**src/rtl/cordic_scheduler.sv**
```systemverilog
// Round-robin front end that time-shares one cordic core between NREQ clients.
// One job in flight at a time; the response sits in a single-entry buffer until consumed.
module cordic_scheduler #(
    parameter int NREQ    = 4,
    parameter int W       = 16,
    parameter int LATENCY = 16,
    parameter int IDW     = 2
) (
    input  logic                clk,
    input  logic                reset,
    input  logic [NREQ-1:0]     req_valid,
    output logic [NREQ-1:0]     req_ready,
    input  logic [NREQ-1:0]     req_mode,
    input  logic [NREQ*W-1:0]   req_x,
    input  logic [NREQ*W-1:0]   req_y,
    input  logic [NREQ*W-1:0]   req_z,
    output logic                cor_mode,
    output logic [W-1:0]        cor_x,
    output logic [W-1:0]        cor_y,
    output logic [W-1:0]        cor_z,
    output logic                cor_start,
    input  logic [W-1:0]        cor_res1,
    input  logic [W-1:0]        cor_res2,
    output logic                rsp_valid,
    input  logic                rsp_ready,
    output logic [IDW-1:0]      rsp_id,
    output logic [W-1:0]        rsp_res1,
    output logic [W-1:0]        rsp_res2,
    output logic                busy
);

    // state | meaning
    // IDLE  | no job in flight, arbitrating among req_valid
    // RUN   | operands held on the core, latency down-counter running
    // DONE  | result captured, waiting for rsp_ready
    typedef enum logic [1:0] {
        S_IDLE = 2'd0,
        S_RUN  = 2'd1,
        S_DONE = 2'd2
    } state_t;

    localparam int CW = (LATENCY < 1) ? 1 : $clog2(LATENCY + 1);

    state_t         state;
    state_t         state_nxt;
    logic [CW-1:0]  cnt;
    logic [IDW-1:0] last_grant;
    logic [IDW-1:0] cur_id;

    logic           grant_vld;
    logic [IDW-1:0] grant;
    logic           hi_found;
    logic           lo_found;
    logic [IDW-1:0] hi_idx;
    logic [IDW-1:0] lo_idx;

    logic           accept;
    logic           finish;

    logic           sel_mode;
    logic [W-1:0]   sel_x;
    logic [W-1:0]   sel_y;
    logic [W-1:0]   sel_z;

    // Lowest valid index above last_grant wins; otherwise wrap to the lowest valid overall.
    always_comb begin
        hi_found = 1'b0;
        lo_found = 1'b0;
        hi_idx   = '0;
        lo_idx   = '0;
        for (int i = NREQ - 1; i >= 0; i--) begin
            if (req_valid[i]) begin
                if (IDW'(i) > last_grant) begin
                    hi_found = 1'b1;
                    hi_idx   = IDW'(i);
                end else begin
                    lo_found = 1'b1;
                    lo_idx   = IDW'(i);
                end
            end
        end
        grant_vld = hi_found | lo_found;
        grant     = hi_found ? hi_idx : lo_idx;
    end

    always_comb begin
        sel_mode = 1'b0;
        sel_x    = '0;
        sel_y    = '0;
        sel_z    = '0;
        for (int i = 0; i < NREQ; i++) begin
            if (grant == IDW'(i)) begin
                sel_mode = req_mode[i];
                sel_x    = req_x[i*W +: W];
                sel_y    = req_y[i*W +: W];
                sel_z    = req_z[i*W +: W];
            end
        end
    end

    always_ff @(posedge clk) begin
        if (reset) begin
            state <= S_IDLE;
        end else begin
            state <= state_nxt;
        end
    end

    always_comb begin
        state_nxt = state;
        req_ready = '0;
        accept    = 1'b0;
        finish    = 1'b0;
        case (state)
            S_IDLE: begin
                if (grant_vld) begin
                    req_ready[grant] = 1'b1;
                    accept           = 1'b1;
                    state_nxt        = S_RUN;
                end
            end
            S_RUN: begin
                if (cnt == CW'(1)) begin
                    finish    = 1'b1;
                    state_nxt = S_DONE;
                end
            end
            S_DONE: begin
                if (rsp_ready) begin
                    state_nxt = S_IDLE;
                end
            end
            default: state_nxt = S_IDLE;
        endcase
    end

    assign busy = (state != S_IDLE);

    always_ff @(posedge clk) begin
        if (reset) begin
            cnt        <= '0;
            last_grant <= IDW'(NREQ - 1);
            cur_id     <= '0;
            cor_mode   <= 1'b0;
            cor_x      <= '0;
            cor_y      <= '0;
            cor_z      <= '0;
            cor_start  <= 1'b0;
            rsp_valid  <= 1'b0;
            rsp_id     <= '0;
            rsp_res1   <= '0;
            rsp_res2   <= '0;
        end else begin
            cor_start <= accept;
            if (accept) begin
                cor_mode   <= sel_mode;
                cor_x      <= sel_x;
                cor_y      <= sel_y;
                cor_z      <= sel_z;
                cur_id     <= grant;
                last_grant <= grant;
                cnt        <= CW'(LATENCY);
            end else if (state == S_RUN) begin
                cnt <= cnt - CW'(1);
            end
            // Response data is left in place after the handshake; only the valid drops.
            if (finish) begin
                rsp_valid <= 1'b1;
                rsp_id    <= cur_id;
                rsp_res1  <= cor_res1;
                rsp_res2  <= cor_res2;
            end else if (rsp_valid && rsp_ready) begin
                rsp_valid <= 1'b0;
            end
        end
    end

endmodule

```
**config.mk**
```make
export PLATFORM = sky130hd
export DESIGN_NAME = cordic_scheduler
export DESIGN_NICKNAME = d
export VERILOG_FILES = /design/src/rtl/cordic_scheduler.sv
export SDC_FILE = /design/constraint.sdc
export NUM_CORES = 1
export LEC_CHECK = 0
export BUFFER_PORTS_ARGS = -buffer_cell sky130_fd_sc_hd__buf_2
export CAP_MARGIN = 15
export CORE_AREA = 4 4 125 127
export DETAILED_ROUTE_END_ITERATION = 6
export DIE_AREA = 0 0 129 131
export GPL_TIMING_DRIVEN = 0
export MAX_ROUTING_LAYER = met4
export PLACE_DENSITY_LB_ADDON = 0.08
export SLEW_MARGIN = 40
export SYNTH_ARGS = -nofsm -noshare
export SYNTH_HDL_FRONTEND = slang
export SYNTH_SLANG_ARGS = --single-unit
```
**constraint.sdc**
```tcl
create_clock -name clk -period 2.4 [get_ports clk]
set_clock_uncertainty 0.1 [all_clocks]
set_input_delay 0.12 -clock clk [delete_from_list [all_inputs] [get_ports clk]]
set_output_delay 0.12 -clock clk [all_outputs]
set_load 0.1 [all_outputs]
```
---- Word level (Yosys, flattened, before mapping) ----
Cells that the tools add are included.
word-level totals
  input bits .............................. 235
  output and inout bits ................... 90
  bits in registers ....................... 96
cells by class
  bitwise logic cells ..................... 1
  reduce and logical (&&, ||, !) cells .... 9
  magnitude comparators ................... 6
  add/sub/neg operators ................... 1
  eq/ne operators ......................... 9
  mux-type cells .......................... 65
operators with widths
  operator                                                               count
  16-bit two-way mux                                                     12
  2-bit two-way mux                                                      20
  1-bit two-way mux                                                      27
  5-bit two-way mux                                                      2
  4-bit two-way mux                                                      2
  2-bit equality test, second input constant                             3
  2-bit inequality test, second input constant                           3
  2-bit one-hot mux with 3 select lines                                  1
  2-bit nonzero test                                                     3
  5-bit by 1-bit equality test with 1-bit output, second input constant  1
  5-bit by 1-bit subtractor with 5-bit output, second input constant     1
  2-bit by 1-bit equality test with 1-bit output, second input constant  2
  1-bit by 2-bit > comparator with 1-bit output, first input constant    2
  2-bit > comparator, first input constant                               2
  2-bit zero test                                                        2
  2-bit by 3-bit < comparator with 1-bit output, second input constant   1
  3-bit AND reduction                                                    1
  1-bit demux with 2-bit select                                          1
  2-bit by 1-bit >= comparator with 1-bit output, second input constant  1
  1-bit logical AND                                                      2
  2-bit OR reduction                                                     1
  1-bit bitwise OR                                                       1

---- Longest topological paths before layout ----
  depth after elaboration ................. 16
  mapped depth ............................ 8
  mapped depth without buffers ............ 6

---- Least setup slack after synthesis ----
No wires, ideal clock.
  path kind ............................... register -> output
  from .................................... register last_grant[0]
  to ...................................... output req_ready[3]
  cell stages (with the launch flop) ...... 6
  required time ........................... 2180 ps
  data arrival time ....................... 2573 ps
  setup slack ............................. -393 ps
  cell sequence ........................... dfxtp_1 > and2b_1 > a221oi_4 > buf_6 > nand2_1 > nor2_1
on the way
  longest elaborated chain between the ends .. 16
ends and longest elaborated chain
  item                                                                                                                                          RTL line  source
  start: declaration                                                                                                                            47        logic [IDW-1:0] last_grant;
  start signal: assignment                                                                                                                      142       last_grant <= IDW'(NREQ - 1);
  start signal: assignment                                                                                                                      161       last_grant <= grant;
  2-bit > comparator                                                                                                                            73        if (IDW'(i) > last_grant) begin
  2-bit two-way mux / 1-bit two-way mux (equally long branches)                                                                                 73
  2-bit two-way mux / 1-bit two-way mux (equally long branches)                                                                                 72        if (req_valid[i]) begin
  2-bit two-way mux / 1-bit two-way mux (equally long branches)                                                                                 73
  2-bit two-way mux / 1-bit two-way mux (equally long branches)                                                                                 72
  2-bit two-way mux / 1-bit two-way mux (equally long branches)                                                                                 73
  2-bit two-way mux / 1-bit two-way mux (equally long branches)                                                                                 72
  2-bit two-way mux / 1-bit two-way mux (equally long branches)                                                                                 73
  2-bit two-way mux / 1-bit two-way mux (equally long branches)                                                                                 72
  2-bit two-way mux                                                                                                                             83        grant = hi_found ? hi_idx : lo_idx;
  2-bit by 3-bit < comparator with 1-bit output (not written as such) / 2-bit by 1-bit >= comparator with 1-bit output (equally long branches)  117       req_ready[grant] = 1'b1;
  1-bit logical AND (not written as such)                                                                                                       117
  1-bit two-way mux (not written as such)                                                                                                       117
  1-bit demux with 2-bit select                                                                                                                 117
  4-bit two-way mux (*)                                                                                                                         116       if (grant_vld) begin
  4-bit two-way mux (*)                                                                                                                         114       case (state)
  end: declaration                                                                                                                              12        output logic [NREQ-1:0] req_ready,
Mark *: on every way between the ends. The rest lies on a longest branch, timed or not.

---- Worst setup path in the final report ----
  from .................................... register last_grant[0]
  to ...................................... register cor_z[1]
on the way
  longest elaborated chain between the ends .. 15
ends and longest elaborated chain
  item                                                           RTL line  source
  2-bit > comparator                                             73
  2-bit two-way mux / 1-bit two-way mux (equally long branches)  73
  2-bit two-way mux / 1-bit two-way mux (equally long branches)  72
  2-bit two-way mux / 1-bit two-way mux (equally long branches)  73
  2-bit two-way mux / 1-bit two-way mux (equally long branches)  72
  2-bit two-way mux / 1-bit two-way mux (equally long branches)  73
  2-bit two-way mux / 1-bit two-way mux (equally long branches)  72
  2-bit two-way mux / 1-bit two-way mux (equally long branches)  73
  2-bit two-way mux / 1-bit two-way mux (equally long branches)  72
  2-bit two-way mux                                              83
  2-bit zero test                                                92        if (grant == IDW'(i)) begin
  16-bit two-way mux (4 in series)                               92
  end signal: assignment                                         159       cor_z <= sel_z;
  end: declaration                                               20        output logic [W-1:0] cor_z,
Several ways; a longest one is shown, not always the timed one.
A chain may end at the register's enable or synchronous reset.

==> impl_metrics.ini <==
[global_route]
grt_pass1_vias = 6570
grt_util_all_layers_pct = 24.5
grt_pass1_wl_um = 31800
grt_overflow = 0
antenna_found_initial = 2
grt_start_max_net_pins = 18

[cells_and_area]
post_route_cells_drive_above_1_share_pct = 35.8
layout_commonest_cell = buf_2
nets = 1361
final_util_pct = 62.4
fin_cells = 1314
fillers = 1313
mostFrequentLayoutCells = 334 x buf_2, 173 x nand2_1, 169 x dlygate4sd3_1
syn_to_final_growth_pct = 76.9

[critical_path]
path_class = reg2reg
cp-end-kind = flip-flop
required_ps = 2520
reg2reg_depth = 6
worst_setup_path_start_kind = flip-flop
worstPathArrival_ps = 2470
cp_max_fo = 7

[route]
drc_errors = 0
drt_first_pass_iters = 4
drt_iter0_drc = 231
drt-total-wl_um = 21200
routed_via_density = 4.85
vias = 6376
ant_nets = 0
wl_per_cell_um = 16.2

[logic_synthesis]
ys_ff_latch = 96
ys_warn_count = 0
synth_top_area_share_pct = 37.8
syn_area_per_cell_um2 = 8.21
synth_nets = 856
yosysSeqAreaShare_pct = 37.8
synth_area_leaders = dfxtp_1 38%, nand2_1 13%, mux2i_1 9.6%
synth_area_leader_cell = dfxtp_1
synth_cell_types = 41
synthCells = 619
netlist_area_um2 = 5080

[floorplan]
design.core.area_um2 = 14400
initial_utilization_pct = 35.3
io_pins = 325
die-width_um = 129
rows = 44
die_h_um = 131
die_area_um2 = 16900

[power]
p_seq_share_pct = 31.0
p_sw_share_pct = 43.0
p_int_mw = 3.39
cellPowerDensity_nw_per_um2 = 660
p_switching_mw = 2.55
clkPwrFrac_pct = 25.5
combPwrFrac_pct = 43.6
ir_drop_mv = 0.357
totalPowerFinal_mw = 5.94
p_leak_nw = 4.02

[timing]
hold_viol = 1
slew_viol_final = 0
fin_ws_ps = 54.1
fmaxAchievable_mhz = 426
fin_crit_sh_pct = 97.7
period_minus_slack_ps = 2350
rsz0062_at_grt = true
setup_viol = 0
hold_ws_ps = -1.99
maxSlewHeadroom_pct = 64.1
worst_pin_slew_ps = 539

[clock_network]
clk_latency_ps = 350
clk_pin_slew_worst_paths_ps = 70
cts_max_level = 3
clockRootBuffer = clkbuf_16
clock_tree.buffer_depth = 2
cts_buffers = 9
cts.sinks = 96
cts_tree = done

[status]
violations = hold timing
status = finished, violations left

[placed_design]
io_buffers = 322
placed_cells = 1125
gp_congestion = 0.819
dp_hpwl_um = 14300
dp_slack_ps = 16.4

[run]
drv_cap = 0

[worst_hold_path]
hold_path_depth = 3
min_path_type = in2reg
-- layout make-up --
| type | instances | area (um2) | area share [%] |
|---|---|---|---|
| Inverter | 6 | 22.5 | 0.250 |
| Buffer | 51 | 309 | 3.44 |
| Clock inverter | 6 | 76.3 | 0.849 |
| Multi-Input combinational cell | 466 | 2860 | 31.8 |
| Clock buffer | 9 | 225 | 2.50 |
| Sequential cell | 96 | 1920 | 21.4 |
| Timing Repair Buffer | 494 | 3340 | 37.2 |
| Tap cell | 184 | 230 | 2.56 |
| Antenna cell | 2 | 5.00 | 0.0556 |
-- cells by family (layout without fill, tap and decap cells) --
group	count (synthesis)	in the layout	share of synthesized area (%)
flip-flops	96	96	37.8
AO/OA/AOI/OAI	155	155	21.6
AND/OR/NAND/NOR	257	257	23.5
multiplexers	49	49	9.65
adder cells (fa/ha/maj)	2	2	0.492
XOR/XNOR	3	3	0.517
buffers and inverters	57	566	6.40
other	0	2	0
-- power groups by stage --
stage          combinational [mW]  clock, mW  sequential, mW
2_1_floorplan               0.759          0            2.89
3_3_place_gp                 2.31          0            1.87
3_5_place_dp                 2.32          0            1.87
4_1_cts                      2.56       1.56            1.84
5_1_grt                      2.72       1.62            1.86
6_report                     2.59       1.51            1.84
-- worst paths after layout --
path	from	to	slack (ps)
worst min-delay path	req_z[42]	cor_z[10]	-2
worst min register to register	cur_id[0]	rsp_id[0]	350
worst max-delay path	last_grant[0]	cor_z[1]	50
worst max register to register	last_grant[0]	cor_z[1]	50
-- cells in the mapped netlist, drive strengths merged --
master,count
a2111oi,1
a211oi,2
a21o,49
a21oi,41
a221oi,2
a32o,1
and2,4
and2b,1
and3,1
buf,35
clkbuf,16
dfxtp,96
ha,2
inv,6
mux2i,49
nand2,175
nand2b,3
nand3,49
nor2,13
nor2b,3
nor3,4
nor4,1
nor4b,1
o211ai,49
o21ai,4
o21bai,3
o22ai,2
o2bb2ai,1
or3b,1
or4,1
xnor2,2
xor2,1
-- per-layer routing --
layer  up-vias  wire length, um  track usage, %  part of all wire (%)
li1       3171                -               -                     -
met1      2906             8400            26.4                    40
met2       237            10900            43.4                    51
met3        62             1240            5.04                   5.8
met4         0              705            11.1                   3.3
met5         -                0               -                     0
-- per-stage QoR --
step	instance area, um2	setup TNS [ps]
final	8990	0
after global routing	8990	-16.3
after CTS	8930	0
after detailed placement	6930	0
after global placement	6930	0
after floorplan	5090	0
-- critical path, cell delays in order (launching register included) --
cell           delay, ps
dfxtp_2              400
and2b_1              240
a221oi_4             380
buf_4                230
mux2i_1              180
dlygate4sd3_1        580
o211ai_1             100
-- registers in the layout (all words and copies together), names as in the netlist --
register    flops
last_grant      2
rsp_res2       16
cor_x          16
cor_mode        1
state           2
cor_z          16
rsp_id          2
rsp_res1       16
cnt             5
cor_start       1
rsp_valid       1
cor_y          16
cur_id          2
-- what timing repair did --
action                     4_1_cts  5_1_grt
gates cloned                     0        1
hold buffers                   168        1
hold endpoints to repair        83        1
pin swaps                        1        1
setup endpoints to repair        4       11
gates resized for setup          4       10
buffers inserted                 1        1
(Power assumes the default switching activity.)
